--- src/rtl/image_fetch.sv ---
// image_fetch
//   Walks square convolution windows over a zero-padded feature map and issues
//   one memory word read per in-image element. Padding elements issue no read
//   and produce an all-zero word. Every element travels through a tag pipe that
//   is as deep as the memory read latency, so the output order is the scan order.
//   Results are queued in a credit-limited buffer with a valid/ready output.
//
// Ports
//   clk, rst            clock, asynchronous active-high reset
//   cfg_data/addr/valid config register write port (accepted only in IDLE)
//   next, next_rdy      start one image pass / idle indicator
//   done                one-cycle pulse once the last word has left the buffer
//   rd_val, rd_addr     memory read request
//   rd_data             read data, valid RD_LATENCY cycles after rd_val
//   image_bus/last/val  output word, last-of-window flag, valid
//   image_rdy           output ready
//
// state | meaning
// ------+---------------------------------------------------------------
// IDLE  | waiting for next; config writes allowed
// BUSY  | issuing one element per cycle while credits are available
// DRAIN | all elements issued; wait for tag pipe and buffer to empty

module image_fetch #(
    parameter int CFG_DWIDTH = 32,
    parameter int CFG_AWIDTH = 5,
    parameter int RD_LATENCY = 3,
    parameter int GROUP_NB   = 4,
    parameter int IMG_WIDTH  = 16,
    parameter int MEM_AWIDTH = 16,
    parameter int BUF_DEPTH  = 8
) (
    input  logic                          clk,
    input  logic                          rst,
    input  logic [CFG_DWIDTH-1:0]         cfg_data,
    input  logic [CFG_AWIDTH-1:0]         cfg_addr,
    input  logic                          cfg_valid,
    input  logic                          next,
    output logic                          next_rdy,
    output logic                          done,
    output logic                          rd_val,
    output logic [MEM_AWIDTH-1:0]         rd_addr,
    input  logic [GROUP_NB*IMG_WIDTH-1:0] rd_data,
    output logic [GROUP_NB*IMG_WIDTH-1:0] image_bus,
    output logic                          image_last,
    output logic                          image_val,
    input  logic                          image_rdy
);

    localparam int DW  = GROUP_NB * IMG_WIDTH;
    localparam int PW  = 18;                       // holds padded extents up to 65536+510
    localparam int BAW = $clog2(BUF_DEPTH);
    localparam int CW  = $clog2(BUF_DEPTH) + 2;

    typedef enum logic [1:0] {
        S_IDLE,
        S_BUSY,
        S_DRAIN
    } state_t;

    state_t state, state_nx;
    logic   load, issue;

    // ---------------- configuration registers ----------------
    logic [15:0]           cfg_w_m1, cfg_h_m1, cfg_d_m1;
    logic [7:0]            cfg_pad_l, cfg_pad_r, cfg_pad_t, cfg_pad_b;
    logic [7:0]            cfg_side_m1, cfg_step_m1;
    logic [MEM_AWIDTH-1:0] cfg_base;

    always_ff @(posedge clk or posedge rst) begin
        if (rst) begin
            cfg_w_m1    <= '0;
            cfg_h_m1    <= '0;
            cfg_d_m1    <= '0;
            cfg_pad_l   <= '0;
            cfg_pad_r   <= '0;
            cfg_pad_t   <= '0;
            cfg_pad_b   <= '0;
            cfg_side_m1 <= '0;
            cfg_step_m1 <= '0;
            cfg_base    <= '0;
        end else if (cfg_valid && state == S_IDLE) begin
            case (cfg_addr)
                CFG_AWIDTH'(0): cfg_w_m1 <= cfg_data[15:0];
                CFG_AWIDTH'(1): begin
                    cfg_d_m1 <= cfg_data[31:16];
                    cfg_h_m1 <= cfg_data[15:0];
                end
                CFG_AWIDTH'(2): begin
                    cfg_pad_l <= cfg_data[31:24];
                    cfg_pad_r <= cfg_data[23:16];
                    cfg_pad_t <= cfg_data[15:8];
                    cfg_pad_b <= cfg_data[7:0];
                end
                CFG_AWIDTH'(3): begin
                    cfg_side_m1 <= cfg_data[15:8];
                    cfg_step_m1 <= cfg_data[7:0];
                end
                CFG_AWIDTH'(4): cfg_base <= cfg_data[MEM_AWIDTH-1:0];
                default: ;
            endcase
        end
    end

    // ---------------- per-pass snapshot ----------------
    logic [PW-1:0] c_w, c_h, c_wp, c_hp, c_side;
    assign c_w    = PW'(cfg_w_m1) + PW'(1);
    assign c_h    = PW'(cfg_h_m1) + PW'(1);
    assign c_side = PW'(cfg_side_m1) + PW'(1);
    assign c_wp   = c_w + PW'(cfg_pad_l) + PW'(cfg_pad_r);
    assign c_hp   = c_h + PW'(cfg_pad_t) + PW'(cfg_pad_b);

    logic [PW-1:0]         s_w, s_h, s_d, s_wp, s_hp, s_side, s_step, s_pad_l, s_pad_t;
    logic [15:0]           s_d_m1;
    logic [7:0]            s_side_m1;
    logic [MEM_AWIDTH-1:0] s_base;
    logic                  s_degen;

    always_ff @(posedge clk or posedge rst) begin
        if (rst) begin
            s_w       <= '0;
            s_h       <= '0;
            s_d       <= '0;
            s_wp      <= '0;
            s_hp      <= '0;
            s_side    <= '0;
            s_step    <= '0;
            s_pad_l   <= '0;
            s_pad_t   <= '0;
            s_d_m1    <= '0;
            s_side_m1 <= '0;
            s_base    <= '0;
            s_degen   <= 1'b0;
        end else if (load) begin
            s_w       <= c_w;
            s_h       <= c_h;
            s_d       <= PW'(cfg_d_m1) + PW'(1);
            s_wp      <= c_wp;
            s_hp      <= c_hp;
            s_side    <= c_side;
            s_step    <= PW'(cfg_step_m1) + PW'(1);
            s_pad_l   <= PW'(cfg_pad_l);
            s_pad_t   <= PW'(cfg_pad_t);
            s_d_m1    <= cfg_d_m1;
            s_side_m1 <= cfg_side_m1;
            s_base    <= cfg_base;
            s_degen   <= (c_side > c_wp) || (c_side > c_hp);
        end
    end

    // ---------------- scan counters ----------------
    logic [PW-1:0] x0, y0;
    logic [7:0]    kx, ky;
    logic [15:0]   d_idx;

    logic d_wrap, kx_wrap, ky_wrap, x_more, y_more, elem_last, final_elem;
    assign d_wrap     = (d_idx == s_d_m1);
    assign kx_wrap    = (kx == s_side_m1);
    assign ky_wrap    = (ky == s_side_m1);
    assign x_more     = (x0 + s_step + s_side) <= s_wp;
    assign y_more     = (y0 + s_step + s_side) <= s_hp;
    assign elem_last  = d_wrap && kx_wrap && ky_wrap;
    assign final_elem = elem_last && !x_more && !y_more;

    always_ff @(posedge clk or posedge rst) begin
        if (rst) begin
            x0    <= '0;
            y0    <= '0;
            kx    <= '0;
            ky    <= '0;
            d_idx <= '0;
        end else if (load) begin
            x0    <= '0;
            y0    <= '0;
            kx    <= '0;
            ky    <= '0;
            d_idx <= '0;
        end else if (issue) begin
            if (!d_wrap) begin
                d_idx <= d_idx + 16'd1;
            end else begin
                d_idx <= '0;
                if (!kx_wrap) begin
                    kx <= kx + 8'd1;
                end else begin
                    kx <= '0;
                    if (!ky_wrap) begin
                        ky <= ky + 8'd1;
                    end else begin
                        ky <= '0;
                        if (x_more) begin
                            x0 <= x0 + s_step;
                        end else begin
                            x0 <= '0;
                            y0 <= y0 + s_step;
                        end
                    end
                end
            end
        end
    end

    // Position in padded coordinates; inside the image when within [pad, pad+size).
    logic [PW-1:0]         xs, ys, px, py;
    logic                  is_pad;
    logic [MEM_AWIDTH-1:0] elem_addr;
    assign xs     = x0 + PW'(kx);
    assign ys     = y0 + PW'(ky);
    assign px     = xs - s_pad_l;
    assign py     = ys - s_pad_t;
    assign is_pad = !((xs >= s_pad_l) && (xs < s_pad_l + s_w) &&
                      (ys >= s_pad_t) && (ys < s_pad_t + s_h));
    // Arithmetic modulo 2^32 then truncated; the address wraps in MEM_AWIDTH bits.
    assign elem_addr = s_base + MEM_AWIDTH'((32'(py) * 32'(s_w) + 32'(px)) * 32'(s_d) + 32'(d_idx));

    assign rd_val  = issue && !is_pad;
    assign rd_addr = rd_val ? elem_addr : '0;

    // ---------------- tag pipe ----------------
    logic [RD_LATENCY-1:0] pipe_vld, pipe_pad, pipe_last;
    logic [CW-1:0]         inflight;

    always_ff @(posedge clk or posedge rst) begin
        if (rst) begin
            pipe_vld  <= '0;
            pipe_pad  <= '0;
            pipe_last <= '0;
        end else begin
            pipe_vld[0]  <= issue;
            pipe_pad[0]  <= is_pad;
            pipe_last[0] <= elem_last;
            for (int i = 1; i < RD_LATENCY; i++) begin
                pipe_vld[i]  <= pipe_vld[i-1];
                pipe_pad[i]  <= pipe_pad[i-1];
                pipe_last[i] <= pipe_last[i-1];
            end
        end
    end

    always_ff @(posedge clk or posedge rst) begin
        if (rst) begin
            inflight <= '0;
        end else begin
            case ({issue, pipe_vld[RD_LATENCY-1]})
                2'b10:   inflight <= inflight + CW'(1);
                2'b01:   inflight <= inflight - CW'(1);
                default: ;
            endcase
        end
    end

    // ---------------- output buffer ----------------
    logic [DW-1:0]  buf_data [BUF_DEPTH];
    logic           buf_last [BUF_DEPTH];
    logic [BAW-1:0] wr_ptr, rd_ptr;
    logic [CW-1:0]  occ;
    logic           push, pop, credit_ok;

    assign push      = pipe_vld[RD_LATENCY-1];
    assign pop       = image_val && image_rdy;
    // Elements in flight already own a buffer slot, so the buffer cannot overflow.
    assign credit_ok = (occ + inflight) < CW'(BUF_DEPTH);

    always_ff @(posedge clk) begin
        if (push) begin
            buf_data[wr_ptr] <= pipe_pad[RD_LATENCY-1] ? '0 : rd_data;
            buf_last[wr_ptr] <= pipe_last[RD_LATENCY-1];
        end
    end

    always_ff @(posedge clk or posedge rst) begin
        if (rst) begin
            wr_ptr <= '0;
            rd_ptr <= '0;
            occ    <= '0;
        end else begin
            if (push) wr_ptr <= wr_ptr + BAW'(1);
            if (pop)  rd_ptr <= rd_ptr + BAW'(1);
            case ({push, pop})
                2'b10:   occ <= occ + CW'(1);
                2'b01:   occ <= occ - CW'(1);
                default: ;
            endcase
        end
    end

    assign image_val  = (occ != '0);
    assign image_bus  = image_val ? buf_data[rd_ptr] : '0;
    assign image_last = image_val ? buf_last[rd_ptr] : 1'b0;

    // ---------------- control FSM ----------------
    always_ff @(posedge clk or posedge rst) begin
        if (rst) state <= S_IDLE;
        else     state <= state_nx;
    end

    always_comb begin
        state_nx = state;
        load     = 1'b0;
        issue    = 1'b0;
        done     = 1'b0;
        next_rdy = 1'b0;
        case (state)
            S_IDLE: begin
                next_rdy = 1'b1;
                if (next) begin
                    load     = 1'b1;
                    state_nx = S_BUSY;
                end
            end
            S_BUSY: begin
                if (s_degen) begin
                    state_nx = S_DRAIN;
                end else if (credit_ok) begin
                    issue = 1'b1;
                    if (final_elem) state_nx = S_DRAIN;
                end
            end
            S_DRAIN: begin
                if (inflight == '0 && occ == '0) begin
                    done     = 1'b1;
                    state_nx = S_IDLE;
                end
            end
            default: state_nx = S_IDLE;
        endcase
    end

endmodule
--- config.mk ---
export PLATFORM = sky130hd
export DESIGN_NAME = image_fetch
export DESIGN_NICKNAME = d
export VERILOG_FILES = /design/src/rtl/image_fetch.sv
export SDC_FILE = /design/constraint.sdc
export NUM_CORES = 2
export LEC_CHECK = 0
export CAP_MARGIN = 10
export CORE_ASPECT_RATIO = 0.9
export CORE_UTILIZATION = 45
export DETAILED_ROUTE_END_ITERATION = 16
export PLACE_DENSITY = 0.72
export SYNTH_ARGS = -nofsm -noshare
export SYNTH_HDL_FRONTEND = slang
export SYNTH_SLANG_ARGS = --single-unit
--- constraint.sdc ---
create_clock -name clk -period 13.8 [get_ports clk]
set_clock_uncertainty 0.2 [all_clocks]
set_input_delay 1.38 -clock clk [delete_from_list [all_inputs] [get_ports clk]]
set_output_delay 1.38 -clock clk [all_outputs]
set_load 0.03 [all_outputs]
Yosys cells after proc, flatten, opt, wreduce, memory -nomap -nowiden
Memory sizes are Yosys's and may differ from the RTL's. Cells that the tools add are included.

Equal/unequal tests: 18. Add/sub/neg operators: 32. $lt $le $gt $ge: 9. Mux-type cells: 46. Multipliers: 2. Reduce and logical (&&, ||, !) cells: 36.

Operators with widths (count): 18-bit two-way mux (12); 64-bit two-way mux (2); 18-bit adder (4); 18-bit by 8-bit adder with 18-bit output (4); 8-bit two-way mux (9); 16-bit two-way mux (4); 16-bit by 1-bit adder with 17-bit output, second input constant (3); 17-bit by 8-bit adder with 18-bit output (2); 8-bit by 18-bit adder with 18-bit output (2); 18-bit by 8-bit greater-or-equal comparator with 1-bit output (2); 9-bit by 18-bit > comparator with 1-bit output (2); 18-bit less-or-equal comparator (2); 18-bit less-than comparator (2); 18-bit by 8-bit subtractor with 18-bit output (2); 16-bit adder (2); 32-bit by 18-bit adder with 32-bit output (1); 18-bit by 18-bit multiplier with 32-bit output (1); 32-bit by 18-bit multiplier with 16-bit output (1); 5-bit case mux with 2 select lines (2); 8-bit by 1-bit adder with 9-bit output, second input constant (2); 16-bit by 1-bit adder with 16-bit output, second input constant (1); 8-bit by 1-bit adder with 8-bit output, second input constant (2); 16-bit equality test (1); 8-bit equality test (2); 26 further kinds (76).

Logic and storage cells: 181. Flip-flop bits (word level): 390. Output and inout bits: 85. Memories: 2. Input port bits: 106. Memory bits (writable): 520.

Memories: buf_data (words 8, width 64, rd ports 1, clocked after Yosys merged registers in 0, write ports 1, RTL line 253) `logic [DW-1:0] buf_data [BUF_DEPTH];`; buf_last (words 8, width 1, rd ports 1, clocked after Yosys merged registers in 0, write ports 1, RTL line 254) `logic buf_last [BUF_DEPTH];`.

Longest topological paths before layout
Word-level depth: 10. Mapped depth: 52. Mapped depth without buffers: 52.

Worst setup path before layout
OpenSTA, ideal clock, no wires.

Path type: reg-to-output. Start: reg ky[0]. End: out rd_addr[15]. Stages on the path, launching flop included: 50. Arrival: 13.622 ns. Required time: 12.220 ns. Buffers on the path: 0. Setup slack: -1.402 ns. Cells stage by stage: dfrtp_1 -> ha_1 -> fa_1 -> a211oi_2 -> o21ai_0 -> xor2_1 -> ha_1 -> or4_1 -> o21ai_2 -> o221ai_1 -> and3_1 -> or2_2 -> and2_1 -> fa_1 -> inv_1 -> fa_1 -> fa_1 -> fa_1 -> [14 not listed] -> fa_1 -> inv_1 -> fa_1 -> inv_1 -> fa_1 -> fa_1 -> xnor2_1 -> xnor2_1 -> xnor2_1 -> xnor2_1 -> xnor2_1 -> xnor3_1 -> xnor2_1 -> xnor3_1 -> xnor3_2 -> xnor2_4 -> a21oi_1 -> and3b_1.

Word-level cells in the longest chain between the ends: 8. Elaborated cells on any way between the ends: 13. Classes of those cells: add/sub: 5; mul: 2; order compare: 2; mux: 1; reduce/logical: 3.

Ends and longest elaborated chain: from (decl) (RTL line 153) `logic [7:0] kx, ky;`; from (signal assigned) (RTL line 188) `ky <= ky + 8'd1;`; 18-bit by 8-bit adder with 18-bit output * (RTL line 208) `assign ys = y0 + PW'(ky);`; 18-bit by 8-bit subtractor with 18-bit output (RTL line 210) `assign py = ys - s_pad_t;`; 18-bit by 18-bit multiplier with 32-bit output (RTL line 214) `assign elem_addr = s_base + MEM_AWIDTH'((32'(py) * 32'(s_w) + 32'(px)) * 32'(s_d) + 32'(d_idx));`; 32-bit by 18-bit adder with 32-bit output (RTL line 214); 32-bit by 18-bit multiplier with 16-bit output (RTL line 214); 16-bit adder (2 in series) (RTL line 214); 16-bit two-way mux * (RTL line 217) `assign rd_addr = rd_val ? elem_addr : '0;`; to (decl) (RTL line 42) `output logic [MEM_AWIDTH-1:0] rd_addr,`.

Every way passes the cells marked *; elsewhere a longest branch is shown, timed or not.

Final worst setup path
Start: reg ky[1]. End: out rd_addr[15].

Same word-level chain as after synthesis.

==> metrics.cfg <==
[floorplanning]
start_util=0.457
ioPinCount=191
coreArea_um2=118000
die_area_um2=121000
die_width_um=366
die-height_um=330
rows=119

[finish]
layout.cell_area.non_filler_um2=62300
syn_to_final_growth_pct=15.9
mostFrequentLayoutCell=edfxtp_1
mostFrequentLayoutCells=edfxtp_1, nand2_1, inv_1, dfrtp_1, ha_1
nFillCells=10000
nets=5552
drive_gt1_frac=0.154
layout.cells.non_filler=6546
fin_util=0.529
antennaDiodeCount=0

[power]
p_leak_nw=26.4
seqPwrFrac=0.395
power_density_nw_per_um2=129
p_int_mw=5.44
p_sw_mw=2.56
p_sw_frac=0.320
combPwrFrac=0.289
p_clk_frac=0.316
ir_drop_v=0.000165

[global_routing]
grt.overflow.total=0
antenna_found_initial=0
grt_pass1_wl_um=216000
grt_max_degree=115
grt_pass1_vias=36500
track_usage=0.232

[clock_network]
cts_buffers=90
clk_latency_ns=0.69
htreeDepth=3
cts_sinks=888
cts-root-buf=clkbuf_16
cts_tree=built
ctsHoldBuffers=0
clk_pin_slew_ns=0.06
clock_path_buffers=3

[route]
via_per_inst=5.51
vias=36100
wl_per_cell_um=21.2
wl_um=139000
first_pass_iters=5
route.detailed.drc=0
first_iter_violations=3362
ant_nets=0

[placement]
place_ws_ns=-0.823
post_dp_cell_area_um2=58700
dp_hpwl_um=97900
port_buffers=190
dp_cells=6360
routabilityCongestion=0.948

[timing]
tightest_slew_ns=1.28
rsz0062_at_grt=true
fmax_ghz=0.0662
min_period_over_period=1.09
period_minus_slack_ns=15.11
final-hold-violation-count=0
maxSlewHeadroom=0.145
setup_viol=2
slew_violations=0
fin_ws_ns=-1.31

[critical_path]
critPathSlowestCell=or4_4
required_ns=12.22
cp_max_fo=4
crit_path_frequent_cell=fa_1
start_kind=flip-flop
path_class=reg -> out
cp_data_arrival_time_ns=13.53
worst_path_largest_cell_delay_ns=0.56
crit_path_end_kind=primary output

[logic_synthesis]
synthFlopType=edfxtp_1
synth.area.top_cells=edfxtp_1, dfrtp_1, fa_1
synthCells=4566
yosysSeqAreaShare=0.462
syn_area_per_cell_um2=11.8
synth_edf_count=520
yosys_warnings=0
synthDistinctLibCells=102
yosysTopAreaCell=edfxtp_1
syn-num-nets=5220
synth_top_area_share=0.291
synth-seq-cells=888
synthArstFlopShare=0.414
syn-cell-area_um2=53700

[outcome]
violations=setup timing
outcome=finished, violations left

[worst_hold_path]
hp-class=reg -> reg

[job]
drv_cap=0

[cell type report]
type                    count  area (um^2)  share of cell area
well taps                1573         1970              0.0316
inverters                 466         1760              0.0282
clock buffers             116         2420              0.0389
clock inverters            51          666              0.0107
flip-flops and latches    888        24800               0.399
multi-input cells        3033        27000               0.433
repair buffers            419         3650              0.0587
[worst paths after layout]
| kind | from | to | slack, ns | cells past startpoint |
|---|---|---|---|---|
| worst max-delay path | ky[1] | rd_addr[15] | -1.31 | 51 |
| worst min-delay path | pipe_last[0] | pipe_last[1] | 0.15 | 0 |
| worst max register to register | x0[0] | y0[1] | 6.85 | 23 |
| worst min register to register | pipe_last[0] | pipe_last[1] | 0.15 | 0 |
| max in group asynchronous | rst | kx[1] | 9.36 | 5 |
| min in group asynchronous | rst | y0[15] | 1.01 | 2 |
[power by group through the flow]
stage	sequential (mW)	clock, mW	combinational (mW)
final	3.16	2.53	2.31
after global routing	3.18	2.67	2.48
after CTS	3.16	2.57	2.32
after detailed placement	3.21	0	2.29
after global placement	3.20	0	2.26
after floorplan	3.11	0	1.60
[per-layer routing]
metal | share of wire | vias up | track usage
met5 | 0 | - | 0
met4 | 0.023 | 0 | 0.0546
met3 | 0.072 | 179 | 0.0360
met2 | 0.45 | 1227 | 0.360
met1 | 0.45 | 18200 | 0.341
li1 | - | 16400 | -
[worst max-delay path, delay by kind of cell, from the launching register on]
family	cells	cell delay (ns)
flops	1	0.42
xor+xnor	12	2.23
buf+inv	7	0.46
fa+ha+maj	15	6.42
compound gates	10	1.71
simple gates	7	1.59
[registers in the layout, summed over array words and instances, names as in the netlist, 17 cells and up]
name and count:
s_h 17, buf_data 512, s_wp 18, y0 18, s_w 17, x0 18
s_hp 18
[metrics by stage]
step	setup TNS (ns)	power [mW]	hold slack, ns
finish	-1.35	8.00	0.153
global placement	-0.650	5.47	0.132
detailed placement	-0.823	5.51	0.143
CTS	-1.51	8.06	0.157
global route	-3.27	8.33	0.166
floorplan	-0.0710	4.71	0.131
[synth_stat cells (all sizes together) (15+ instances only)]
library cell    n
edfxtp        520
nand2         489
inv           464
dfrtp         368
ha            316
fa            232
xnor2         231
o21ai         216
nor2          202
clkbuf        145
mux4          130
nor2b         128
a21oi         123
and2          117
mux2          113
xor2          102
mux2i          71
nand3          65
a21o           60
nor3           56
nand4          50
o21bai         38
buf            34
nand2b         33
and3           31
nor4           25
a31oi          20
o21a           20
or3            15
[cell families (layout without fill, tap and decap cells)]
logic type / count (synthesis) / after routing / synth area share
adder cells (fa/ha/maj): 549 / 549 / 0.160
AO/OA/AOI/OAI: 571 / 571 / 0.0661
multiplexers: 314 / 314 / 0.0914
buffers and inverters: 645 / 1052 / 0.0463
AND/OR/NAND/NOR: 1258 / 1258 / 0.115
flip-flops: 888 / 888 / 0.462
XOR/XNOR: 341 / 341 / 0.0589
[what timing repair did]
action / CTS / global route
setup buffers: 16 / 3
pin swaps: 59 / 20
gates resized for setup: 64 / 20
setup endpoints to repair: 8 / 9
Power figures use the tool's default switching activity.
